==> src/rtl/coord_scan_gen.sv <==
// Frame-scan coordinate generator: sweeps an H_RES x V_RES frame and streams one (re, im) per pixel.
// Optional build macro COORD_SCAN_CENTER_EN: start_re/start_im give the frame centre instead of pixel (0,0).
module coord_scan_gen #(
    parameter int Q           = 21,
    parameter int N           = 32,
    parameter int H_RES       = 640,
    parameter int V_RES       = 480,
    parameter int XW          = 10,
    parameter int YW          = 9,
    parameter int ZW          = 2,
    parameter int STEP0_SHIFT = 8,
    parameter int ZOOM_SHIFT  = 2
) (
    input  logic          clk_i,
    input  logic          rst_i,
    input  logic          start_i,
    input  logic [N-1:0]  start_re_i,
    input  logic [N-1:0]  start_im_i,
    input  logic [ZW-1:0] zoom_level_i,
    output logic          busy_o,
    output logic          out_valid_o,
    input  logic          out_ready_i,
    output logic [N-1:0]  out_re_o,
    output logic [N-1:0]  out_im_o,
    output logic [XW-1:0] out_x_o,
    output logic [YW-1:0] out_y_o,
    output logic          out_eol_o,
    output logic          out_last_o,
    output logic [1:0]    state_o
);

    // Stream handshake: a pixel transfers on a rising edge where out_valid_o && out_ready_i;
    // while out_valid_o is high and out_ready_i is low every out_* signal holds stable.

    if (Q < STEP0_SHIFT + ZOOM_SHIFT * ((1 << ZW) - 1)) begin : g_step_range_check
        $error("coord_scan_gen: Q too small for the deepest zoom level");
    end

    typedef enum logic [1:0] {
        S_IDLE  = 2'd0,
        S_SETUP = 2'd1,
        S_RUN   = 2'd2
    } state_t;

    localparam logic [N-1:0]  ONE    = {{(N-1){1'b0}}, 1'b1};
    localparam logic [N-1:0]  H_HALF = N'(H_RES / 2);
    localparam logic [N-1:0]  V_HALF = N'(V_RES / 2);
    localparam logic [XW-1:0] X_LAST = XW'(H_RES - 1);
    localparam logic [YW-1:0] Y_LAST = YW'(V_RES - 1);

    state_t        state_q, state_d;
    logic [N-1:0]  cre_q, cre_d, cim_q, cim_d;
    logic [ZW-1:0] zoom_q, zoom_d;
    logic [N-1:0]  step_q, step_d, re0_q, re0_d;
    logic [N-1:0]  re_q, re_d, im_q, im_d;
    logic [XW-1:0] x_q, x_d;
    logic [YW-1:0] y_q, y_d;

    logic [31:0]   step_sh;
    logic [N-1:0]  step_w, re0_w, im0_w;
    logic          eol_w, last_w, run_w;

    // Step is a power of two, so the centre offsets are plain shifts of constants.
    always_comb begin
        step_sh = 32'(Q - STEP0_SHIFT) - 32'(ZOOM_SHIFT) * 32'(zoom_q);
        step_w  = ONE << step_sh;
`ifdef COORD_SCAN_CENTER_EN
        re0_w   = cre_q - (H_HALF << step_sh);
        im0_w   = cim_q + (V_HALF << step_sh);
`else
        re0_w   = cre_q;
        im0_w   = cim_q;
`endif
    end

    assign run_w  = (state_q == S_RUN);
    assign eol_w  = (x_q == X_LAST);
    assign last_w = eol_w && (y_q == Y_LAST);

    always_ff @(posedge clk_i or posedge rst_i) begin
        if (rst_i) begin
            state_q <= S_IDLE;
            cre_q   <= '0;
            cim_q   <= '0;
            zoom_q  <= '0;
            step_q  <= '0;
            re0_q   <= '0;
            re_q    <= '0;
            im_q    <= '0;
            x_q     <= '0;
            y_q     <= '0;
        end else begin
            state_q <= state_d;
            cre_q   <= cre_d;
            cim_q   <= cim_d;
            zoom_q  <= zoom_d;
            step_q  <= step_d;
            re0_q   <= re0_d;
            re_q    <= re_d;
            im_q    <= im_d;
            x_q     <= x_d;
            y_q     <= y_d;
        end
    end

    always_comb begin
        state_d = state_q;
        cre_d   = cre_q;
        cim_d   = cim_q;
        zoom_d  = zoom_q;
        step_d  = step_q;
        re0_d   = re0_q;
        re_d    = re_q;
        im_d    = im_q;
        x_d     = x_q;
        y_d     = y_q;
        case (state_q)
            S_IDLE: begin
                if (start_i) begin
                    cre_d   = start_re_i;
                    cim_d   = start_im_i;
                    zoom_d  = zoom_level_i;
                    state_d = S_SETUP;
                end
            end
            S_SETUP: begin
                step_d  = step_w;
                re0_d   = re0_w;
                re_d    = re0_w;
                im_d    = im0_w;
                x_d     = '0;
                y_d     = '0;
                state_d = S_RUN;
            end
            S_RUN: begin
                if (out_ready_i) begin
                    if (last_w) begin
                        state_d = S_IDLE;
                    end else if (eol_w) begin
                        x_d  = '0;
                        y_d  = y_q + YW'(1);
                        re_d = re0_q;
                        im_d = im_q - step_q;
                    end else begin
                        x_d  = x_q + XW'(1);
                        re_d = re_q + step_q;
                    end
                end
            end
            default: state_d = S_IDLE;
        endcase
    end

    assign busy_o      = (state_q != S_IDLE);
    assign out_valid_o = run_w;
    assign out_re_o    = re_q;
    assign out_im_o    = im_q;
    assign out_x_o     = x_q;
    assign out_y_o     = y_q;
    assign out_eol_o   = run_w && eol_w;
    assign out_last_o  = run_w && last_w;
    assign state_o     = state_q;

endmodule

==> config.mk <==
export PLATFORM = sky130hd
export DESIGN_NAME = coord_scan_gen
export DESIGN_NICKNAME = d
export VERILOG_FILES = /design/src/rtl/coord_scan_gen.sv
export SDC_FILE = /design/constraint.sdc
export NUM_CORES = 1
export LEC_CHECK = 0
export BUFFER_PORTS_ARGS = -buffer_cell sky130_fd_sc_hd__buf_2
export CAP_MARGIN = 20
export CORE_AREA = 2 2 104 181
export CTS_BUF_LIST = sky130_fd_sc_hd__clkbuf_16
export CTS_CLUSTER_SIZE = 14
export DETAILED_ROUTE_END_ITERATION = 8
export DIE_AREA = 0 0 106 183
export PLACE_DENSITY = 0.8
export SYNTH_ARGS = -nofsm -noshare
export SYNTH_HDL_FRONTEND = slang
export SYNTH_SLANG_ARGS = --single-unit
==> constraint.sdc <==
create_clock -name clk_i -period 8.25 [get_ports clk_i]
set_input_delay 1.2375 -clock clk_i [delete_from_list [all_inputs] [get_ports clk_i]]
set_output_delay 1.2375 -clock clk_i [all_outputs]
set_load 0.01 [all_outputs]
==> out/qor.txt <==
status - completed
Clk pin slew, worst setup/hold paths - 0.08 ns
Overflow after GRT - 0
routability cong. - 0.916
Mapped Nets - 1098
WHS - 0.478 ns
Cell variety after synth - 71
Synth Instances - 1008
Relative slew margins - 0.366
vias in the first global route - 8544
DRC violations left - 0
CP Launch Type - flop
top post-synthesis cells by count - dfrtp_1, nand2_1, nor2_1, mux2_2, o21ai_0
initial antenna violation count - 0
final worst slack - 4.23 ns
number of core rows - 65
largest net degree at the start of global routing - 118
post-CTS setup buffers - 0
cts bufs inserted - 17
Pre-antenna DRT Iters - 5
fin crit share - 0.488
Core Area - 18000 um2
fin crit period - 4.02 ns
clk sink count - 191
die span in x - 106 um
met3 Resource Use GR - 0.0558
pwr/cell area - 390 nW/um2
Vias/cell - 6.03
CP required - 7.01 ns
Final Max Tran Viols - 0
Seq/Total Area, Yosys - 0.492
drt total wl - 26.2 mm
dpl ws - 4.57 ns
Skew-Pair Late Insertion Delay - 0.45 ns
CTS tree - yes
share of layout cells above drive strength 1 - 0.247
total chip power - 4380 uW
RSZ-0062 raised after global routing - false
critical path type - flop to output pin
ys flop type - dfrtp_1
Initial Utilization - 0.540
max_cap viols - 0
CTS Hold Bufs - 0
# setup viols final - 0
Critical Path Fanout Max - 52
Max Freq - 249 MHz
Worst-Margin Slew - 0.952 ns
Peak VDD IR - 0.228 mV
Area Growth Syn to Fin - 15.6%
Avg Cell Area, Syn - 9.64 um2
Iter 0 DRT Violations - 540
total number of vias - 8352
post-CTS resize count - 0
EDFF count, synth - 0
GRT Resource Usage Total - 0.283
Clock Skew - 0.0105 ns
CTS HTree Levels - 4
crit path DAT - 2.78 ns
GRT busiest layer - met2
Worst Hold Class - flop to flop
hpwl dp - 18.3 mm
ANT cells - 0
Synthesis Warnings - 0
fin nets - 1229
Crit. End Element - output pin
Fin. Hold Viols - 0
post-synth top area share - 0.492
I/O pins - 159
Synth area leaders - dfrtp_1, mux2_2, nand2_1
WL/cell - 18.9 um
PortBufs - 158
leakage - 0.00508 uW
area leader, netlist - dfrtp_1
sum of negative setup slack - 0 ns
root cell of the clock tree - clkbuf_16
Die Span Y - 183 um
M1 GR Usage - 0.305
Routed Antenna Nets - 0
Post-Synthesis Cell Area - 9710 um2
asr flop ratio synth - 1.00
Die Area - 19400 um2
synthesis-stage register bit count - 191
clock buffer depth - 2
first-pass GRT wire length - 42.8 mm
most common cell in the netlist - dfrtp_1
M2 GR Usage - 0.520
metal layers:
layer	wire, um	up-vias
met2	14300	296
met5	0	-
met1	9300	4102
met3	1490	63
met4	1120	0
li1	-	3891
path summary, 6_finish.rpt:
path / start / end / slack (ns) / cells past startpoint
min in group asynchronous: rst_i / cre_q[28] / 0.93 / 2
worst max register to register: state_o[0] / out_im_o[15] / 4.60 / 8
worst min register to register: re0_q[20] / re0_q[20] / 0.48 / 2
worst min-delay path: re0_q[20] / re0_q[20] / 0.48 / 2
worst max-delay path: state_o[0] / out_valid_o / 4.23 / 5
max in group asynchronous: rst_i / out_re_o[23] / 5.79 / 3
cells by family (layout without fill, tap and decap cells):
kind of cell               Yosys count  after routing  synth area share
xor gates and xnor gates            24             24            0.0216
muxes                               69             69            0.0796
DFF                                191            191             0.492
adders and majority gates           20             20            0.0258
AOI/OAI and AO/OA                  235            235             0.160
buffers and inverters               84            228            0.0354
and+or+nand+nor                    385            385             0.186
critical path, stage by stage (launching register included):
cell      delay [ns]
dfrtp_1         0.47
nand2b_2        0.40
buf_4           0.56
clkinv_1        0.39
buf_4           0.32
buf_2           0.17
cell usage in the layout, fill, tap and decap left out, types with 23 or more instances in the layout:
master,count
inv_1,23
buf_2,158
dfrtp_1,191
nand2_1,164
a21oi_1,48
o21ai_0,60
nand3_1,25
mux2_2,66
nor2_1,72
nor3_1,29
state kept, by name (all words and copies together), names as in the netlist, 8 cells and up:
name	cells
out_y_o	9
out_re_o	32
re0_q	32
cre_q	32
step_q	8
out_x_o	10
cim_q	32
out_im_o	32
stage by stage:
stage	instances	instance area, um2	utilization
final	1386	11200	0.625
after global routing	1386	11200	0.625
after CTS	1386	11200	0.625
after detailed placement	1354	10700	0.594
after global placement	1354	10700	0.594
after floorplan	1008	9710	-
cell type report:
cell class / count / area [um2]
Inverter: 26 / 105
Clock buffer: 17 / 425
Timing Repair Buffer: 170 / 881
Fill cell: 1524 / 6740
Sequential cell: 191 / 4780
Clock inverter: 15 / 130
Multi-Input combinational cell: 733 / 4620
Tap cell: 234 / 293
where the power goes:
| part | total, uW | leakage, uW | internal [uW] | switching, uW |
|---|---|---|---|---|
| logic | 1830 | 0.00248 | 780 | 1050 |
| registers | 1760 | 0.00232 | 1350 | 417 |
| clock network | 786 | 0.000275 | 396 | 390 |
Power figures use the tool's default switching activity.
